<file path="config.mk">
export PLATFORM = sky130hd
export DESIGN_NAME = uart_out_line_buffer
export DESIGN_NICKNAME = d
export VERILOG_FILES = /design/src/rtl/uart_out_line_buffer.sv
export SDC_FILE = /design/constraint.sdc
export NUM_CORES = 1
export LEC_CHECK = 0
export BUFFER_PORTS_ARGS = -buffer_cell sky130_fd_sc_hd__buf_4
export CAP_MARGIN = 10
export CORE_ASPECT_RATIO = 0.8
export CORE_MARGIN = 2
export CORE_UTILIZATION = 40
export CTS_CLUSTER_DIAMETER = 120
export CTS_CLUSTER_SIZE = 20
export DETAILED_ROUTE_END_ITERATION = 6
export PLACE_DENSITY = 0.61
export SETUP_SLACK_MARGIN = 0.02
export SLEW_MARGIN = 10
export SYNTH_ARGS = -nofsm -noshare
export SYNTH_HDL_FRONTEND = slang
export SYNTH_SLANG_ARGS = --single-unit
</file>
<file path="constraint.sdc">
create_clock -name clock -period 7.07 [get_ports clock]
set_clock_uncertainty 0.05 [all_clocks]
set_input_delay 1.0605 -clock clock [delete_from_list [all_inputs] [get_ports clock]]
set_output_delay 1.0605 -clock clock [all_outputs]
set_load 0.01 [all_outputs]
</file>
<file path="src/rtl/uart_out_line_buffer.sv">
// Line-assembling buffer behind the simulation UART port.
// Bytes go out as complete lines, or as a forced flush of a partial line.
module uart_out_line_buffer #(
  parameter int DEPTH   = 64,
  parameter int TIMEOUT = 1024
) (
  input  logic        clock,
  input  logic        reset,
  input  logic        in_valid,
  input  logic [7:0]  in_ch,
  input  logic        flush_req,
  output logic        out_valid,
  output logic [7:0]  out_ch,
  output logic        out_last,
  input  logic        out_ready,
  output logic [31:0] line_count,
  output logic [31:0] drop_count,
  output logic        busy
);

  localparam int AW = $clog2(DEPTH);
  localparam int PW = $clog2(DEPTH + 1);
  localparam int TW = (TIMEOUT > 0) ? $clog2(TIMEOUT + 1) : 1;
  localparam logic [TW-1:0] TO_VAL   = TW'(TIMEOUT);
  localparam logic [TW-1:0] TO_ONE   = TW'(1);
  localparam logic [AW:0]   PTR_ONE  = (AW + 1)'(1);
  localparam logic [PW-1:0] PEND_ONE = PW'(1);

  typedef enum logic [1:0] {IDLE, LINE, FLUSH} state_t;
  state_t state, state_nxt;

  logic [7:0]    mem [DEPTH];
  logic [AW:0]   wptr, rptr, count, flush_left;
  logic [PW-1:0] pending;
  logic [TW-1:0] idle_cnt;
  logic [7:0]    head;
  logic          full, empty, push, pop, head_nl, timeout_hit;
  logic          valid_int, last_int, push_nl, pop_nl;

  // Wrap bit distinguishes full from empty when the index bits match.
  assign empty       = (wptr == rptr);
  assign full        = (wptr[AW] != rptr[AW]) && (wptr[AW-1:0] == rptr[AW-1:0]);
  assign count       = wptr - rptr;
  assign head        = mem[rptr[AW-1:0]];
  assign head_nl     = (head == 8'h0A);
  assign push        = in_valid && !full;
  assign pop         = valid_int && out_ready;
  assign push_nl     = push && (in_ch == 8'h0A);
  assign pop_nl      = pop && head_nl;
  assign timeout_hit = (TIMEOUT != 0) && (idle_cnt == TO_VAL);

  always_comb begin
    state_nxt = state;
    valid_int = 1'b0;
    last_int  = 1'b0;
    case (state)
      IDLE: begin
        if (pending != '0)
          state_nxt = LINE;
        else if (!empty && (flush_req || full || timeout_hit))
          state_nxt = FLUSH;
      end
      LINE: begin
        valid_int = !empty;
        last_int  = !empty && head_nl;
        if (pop_nl) state_nxt = IDLE;
      end
      FLUSH: begin
        valid_int = (flush_left != '0);
        last_int  = (flush_left == PTR_ONE);
        if (pop && flush_left == PTR_ONE) state_nxt = IDLE;
      end
      default: state_nxt = IDLE;
    endcase
  end

  assign out_valid = valid_int;
  assign out_ch    = valid_int ? head : 8'h00;
  assign out_last  = last_int;
  assign busy      = (state != IDLE) || !empty;

  always_ff @(posedge clock) begin
    if (!reset && push) mem[wptr[AW-1:0]] <= in_ch;
  end

  always_ff @(posedge clock) begin
    if (reset) begin
      state      <= IDLE;
      wptr       <= '0;
      rptr       <= '0;
      pending    <= '0;
      idle_cnt   <= '0;
      flush_left <= '0;
      line_count <= '0;
      drop_count <= '0;
    end else begin
      state <= state_nxt;
      if (push) wptr <= wptr + PTR_ONE;
      if (pop)  rptr <= rptr + PTR_ONE;
      // Full is judged before any same-cycle pop, so this is still a drop.
      if (in_valid && full && drop_count != '1) drop_count <= drop_count + 32'd1;
      if (pop && last_int) line_count <= line_count + 32'd1;
      case ({push_nl, pop_nl})
        2'b10:   pending <= pending + PEND_ONE;
        2'b01:   pending <= pending - PEND_ONE;
        default: ;
      endcase
      if (push || empty)
        idle_cnt <= '0;
      else if (state == IDLE && idle_cnt != TO_VAL)
        idle_cnt <= idle_cnt + TO_ONE;
      if (state == IDLE && state_nxt == FLUSH)
        flush_left <= count;
      else if (state == FLUSH && pop)
        flush_left <= flush_left - PTR_ONE;
    end
  end

endmodule

</file>
==> results of run 1 <==
[logic make-up (layout without fill, tap and decap cells)]
kind of cell / after synthesis / after routing / share of synthesized area (%)
fa+ha+maj: 22 / 22 / 1.09
flops: 623 / 623 / 67.9
buf+inv: 120 / 210 / 2.15
xor+xnor: 60 / 60 / 2.03
simple gates: 495 / 495 / 9.36
compound gates: 151 / 151 / 3.84
mux: 202 / 202 / 13.7
[sequential cells by signal, summed over array words and instances (netlist names), named ones only]
signal and count:
mem 512, drop_count 32, line_count 32, idle_cnt 11
flush_left 7, pending 7, rptr 7, wptr 7
state 2
[critical path: stages (launching register included)]
cell and delay, ns:
dfxtp_1 1.03, clkinv_1 0.53, nor2_1 0.62, a221oi_1 0.26, o21ai_0 0.17, and3_1 0.19
nand4_1 0.34, nor2_1 0.35, ha_1 0.56, xor2_1 0.14, ha_1 0.20, a21oi_1 0.24
o21ai_0 0.14, a221oi_1 0.44, nand2b_1 0.10, a211o_1 0.30, a21oi_1 0.15, xnor2_1 0.14
nor2_1 0.05
[where the power goes]
| part | total, mW | internal, mW | switching (mW) |
|---|---|---|---|
| clock network | 2.20 | 1.02 | 1.18 |
| registers | 3.98 | 3.97 | 0.0124 |
| logic | 0.211 | 0.0618 | 0.149 |
| total | 6.40 | 5.05 | 1.34 |
[cells in the final DEF (no fill, tap or decap), drive strengths merged, types with 5 or more instances in the layout]
master    n
and2     14
nor3     38
clkbuf   52
xor2     30
a211oi    6
nor4      8
edfxtp  512
nand2b   16
o21ai    29
or3      23
and4      5
xnor2    30
dfxtp   111
nor2    168
nand3    33
a22oi    20
o31ai     8
nand2    82
ha       21
inv      28
a21oi    41
and3     24
nor2b    36
mux4    119
mux2     25
mux2i    58
nand4    31
a31o      9
buf     128
[area by class of cell]
cell class | count | area [um2]
clock buffer | 52 | 1020
clock inverter | 2 | 28.8
fill | 5624 | 35500
inverter | 28 | 105
multi-input combinational | 930 | 7810
sequential | 623 | 17600
tap | 850 | 1060
timing repair buffer | 128 | 998
[worst max-delay path by stage]
| stage | startpoint | to |
|---|---|---|
| after floorplan | flop | pending[6] |
| after global placement | flop | pending[6] |
| after detailed placement | flop | pending[6] |
| after CTS | flop | pending[6] |
| after global routing | flop | pending[6] |
| final | flop | pending[6] |
[stage by stage]
| step | cells | setup WS [ns] |
|---|---|---|
| 6_report | 2613 | 0.927 |
| 5_1_grt | 2613 | 0.479 |
| 4_1_cts | 2613 | 1.08 |
| 3_5_place_dp | 2559 | 1.10 |
| 3_3_place_gp | 2559 | 1.09 |
| 2_1_floorplan | 1673 | 2.15 |
[per-layer routing]
layer,vias to the layer above,global-route usage (%),wire [um]
met2,509,26.7,27200
li1,6569,-,-
met5,-,0,0
met3,78,2.10,3890
met1,7532,28.9,28600
met4,0,4.66,1420
==> run metrics, run 1 <==
status finished, final reports clean; share of the synthesized area in the top cell type 59.3%; GRT Total Usage between 10% and 20%; WHS Path Cells 2; Synth Register Bits a little over 600; P per Cell Area 223 nW/um2; Post-CTS Resized 0; Final Hold Viols 0; max cap viols 0; fin area about 29,000 um2; Syn Nets ~1,700; Static Leak 9.13 nW; clk buf depth 3; slew at the pin with the worst max-slew slack between 1 and 1.5 ns; Clock Sinks 623; worst rel slew slack between 20 and 30%; Hold Startpoint idle_cnt[9]; Post-synth EDFFs about 510; initial core utilization between 40% and 50%; remaining global-route overflow 0; Area contributors post-synth edfxtp_1, mux4_2, dfxtp_1; Slew Viols, Final 0; HP Class flop to flop; CTS tree yes; antenna viol nets, final 0; FMAX between 150 and 200 MHz; setup_tns 0 ns; Synth area leader edfxtp_1; warnings from Yosys 0; VDD IR max 151 uV; Post-route DRC 0; post-layout utilization of the core between 40% and 50%; Layout area overhead 10.4%; routed vias/inst around 5.6; WL final about 61 mm; worst skew pair latency between 0.5 and 0.6 ns; IO buf count 87; dpl cell area 27,600 um2; Main synth FF type edfxtp_1; WP data arrival 6.54 ns; first-pass GRT wire length 91.6 mm; die width a little under 300 um; Clock Pin Slew Worst Setup and Hold Paths around 0.090 ns; Avg Inst Size Synth about 16 um2; Post-synth top cells edfxtp_1, nor2_1, mux4_2; hold path endpoint idle_cnt[9]; die height around 230 um; Via Count around 15,000; die footprint ~67,000 um2; NumNets Final 1,783; Post-Syn Area 25,900 um2; RSZ-0062 raised after global routing false; ys async rst share 0%; Total Power approximately 6.4 mW; HPWL after DPL between 30 and 40 mm; CP startpoint kind flop; RR Endpoint pending[6]; mean routed wirelength per cell around 23 um; post-synth cell types 67; reg-to-reg slack, setup 0.93 ns; Synth Instances around 1,700; 1st-pass router iterations 6; H-Tree Depth 2; number of global-route vias before repair approximately 14,000; post-synthesis sequential area ratio 67.9%; worst-path fanout max 27; Core Region ~64,000 um2; Starting DRT DRC Count 1,598; Critical Path RT about 7.5 ns; root buf cell clkbuf_16; total inserted antenna cells 0; Final GP Congestion 0.876; Num CTS Buffers 37; post-CTS setup repair buffer count 0; Tmin final about 6.1 ns; worst reg-to-reg path cell count 18; fin crit share 86.9%; CTS Hold Bufs 0; initial antenna violation count 0; row cnt 83; layout cells sized above 1 between 10% and 20%; count leader, synth edfxtp_1; hold_ws 0.471 ns; CP Class flop to flop; crit end category flop; Ports between 80 and 90; largest net degree at the start of global routing 87; final setup violation count 0
No activity file was read; power rests on OpenSTA's default activity.
==> run 2: changes to the inputs <==
==> constraint.sdc (replaced) <==
create_clock -name clock -period 6.15 [get_ports clock]
set_clock_uncertainty 0.05 [all_clocks]
set_input_delay 0.9225 -clock clock [delete_from_list [all_inputs] [get_ports clock]]
set_output_delay 0.9225 -clock clock [all_outputs]
set_load 0.01 [all_outputs]
==> run metrics, run 2 (synthesis gave the netlist of run 1 again) <==
status finished, final reports clean; worst rel slew slack a little under a third; CTS Hold Bufs 0; Slew Viols, Final 0; mean routed wirelength per cell between 20 and 25 um; VDD IR max 240 uV; Core Region approximately 64,000 um2; CP Class flop to flop; worst skew pair latency roughly 0.60 ns; max cap viols 0; max reg flops between 500 and 600; worst reg-to-reg path cell count 18; Clock Sinks between 600 and 700; first-pass GRT wire length ~94 mm; most frequent cells in the layout edfxtp_1, nor2_1, buf_4; IO buf count 87; post-route insts no fill between 2,000 and 3,000; reg-to-reg slack, setup ~0.7 ns; WP data arrival around 5.9 ns; initial antenna violation count 0; CTS tree yes; RR Endpoint pending[6]; crit end category flop; worst-path fanout max 12; Static Leak approximately 9 nW; HPWL after DPL 40.9 mm; Layout area overhead 10.5%; H-Tree Depth 2; Starting DRT DRC Count about 1,500; P per Cell Area around 260 nW/um2; slew at the pin with the worst max-slew slack ~1.0 ns; Num CTS Buffers 37; Critical Path End pending[6]; total inserted antenna cells 0; final setup violation count 0; NumNets Final about 1,800; routed vias/inst approximately 5.7; FMAX around 180 MHz; largest net degree at the start of global routing 66; CP startpoint kind flop; Clock Pin Slew Worst Setup and Hold Paths roughly 0.1 ns; WL final 62.5 mm; Post-route DRC 0; fin crit share between 80% and 90%; Total Power between 7 and 8 mW; Post-CTS Resized 0; die width 289 um; root buf cell clkbuf_16; clk buf depth 3; post-CTS setup repair buffer count 0; die height 232 um; Tmin final ~5.5 ns; commonest non-fill, non-tap cell in the layout edfxtp_1; layout cells sized above 1 between 10% and 20%; GRT Total Usage a little under a fifth; 1st-pass router iterations 7; Critical Path RT between 6 and 7 ns; row cnt 83; initial core utilization between 40 and 50%; Final Hold Viols 0; RSZ-0062 raised after global routing false; Via Count 14,800; setup_tns 0 ns; number of global-route vias before repair around 15,000; remaining global-route overflow 0; antenna viol nets, final 0; Placed Cells approximately 2,600; die footprint approximately 67,000 um2; Final GP Congestion a little over 0.9; HP Class flop to flop; Ports 88
run 2: cell types whose count changed in the layout (fill, tap and decap cells not counted), sizes merged:
cell	previous run	this run
clkbuf	52	49
clkinv	2	4
buf	128	127
run 2: power by group:
group / total (mW) / internal [mW] / switching [mW]
combinational: 0.247 / 0.0725 / 0.174
sequential: 4.58 / 4.56 / 0.0139
clock: 2.50 / 1.13 / 1.38
run 2: stage by stage:
step / util (%) / worst slack, ns / cell area, um2 / hold slack, ns
floorplan: - / 1.23 / 25900 / 0.416
global placement: 43.1 / 0.719 / 27600 / 0.436
detailed placement: 43.1 / 0.771 / 27600 / 0.442
CTS: 44.7 / 0.719 / 28700 / 0.457
global route: 44.7 / 0.343 / 28700 / 0.513
finish: 44.7 / 0.698 / 28700 / 0.463
run 2: layer usage:
layer | wire length [um] | track usage (%) | vias to the layer above
met1 | 28800 | 29.0 | 7632
met4 | 1810 | 6.07 | 0
met3 | 4420 | 2.84 | 94
met2 | 27500 | 27.5 | 514
li1 | - | - | 6560
met5 | 0 | 0 | -
run 2: worst min-delay path by stage:
stage | startpoint | endpoint | slack, ns | cells past startpoint
finish | wptr[6] | wptr[6] | 0.46 | 2
global route | idle_cnt[10] | idle_cnt[10] | 0.51 | 2
floorplan | idle_cnt[9] | idle_cnt[9] | 0.42 | 2
detailed placement | idle_cnt[9] | idle_cnt[9] | 0.44 | 2
CTS | idle_cnt[9] | idle_cnt[9] | 0.46 | 2
global placement | idle_cnt[9] | idle_cnt[9] | 0.44 | 2
run 2: layout make-up:
class	instances	area (um2)
Sequential cell	623	17600
Clock inverter	4	61.3
Inverter	28	105
Fill cell	5673	35500
Timing Repair Buffer	127	1020
Clock buffer	49	971
Tap cell	850	1060
Multi-Input combinational cell	930	7840
run 2: worst max-delay path: stages (launching register included):
cell and delay (ns):
dfxtp_1 0.72, clkinv_1 0.45, nor2_1 0.72, a221oi_1 0.33, o21ai_0 0.18, and3_1 0.19, nand4_1 0.34, nor2_1 0.32
ha_1 0.23, xor2_1 0.08, ha_1 0.18, a21oi_1 0.21, o21ai_0 0.13, a221oi_1 0.41, nand2b_1 0.11, a211o_1 0.30
a21oi_1 0.15, xnor2_1 0.14, nor2_1 0.05
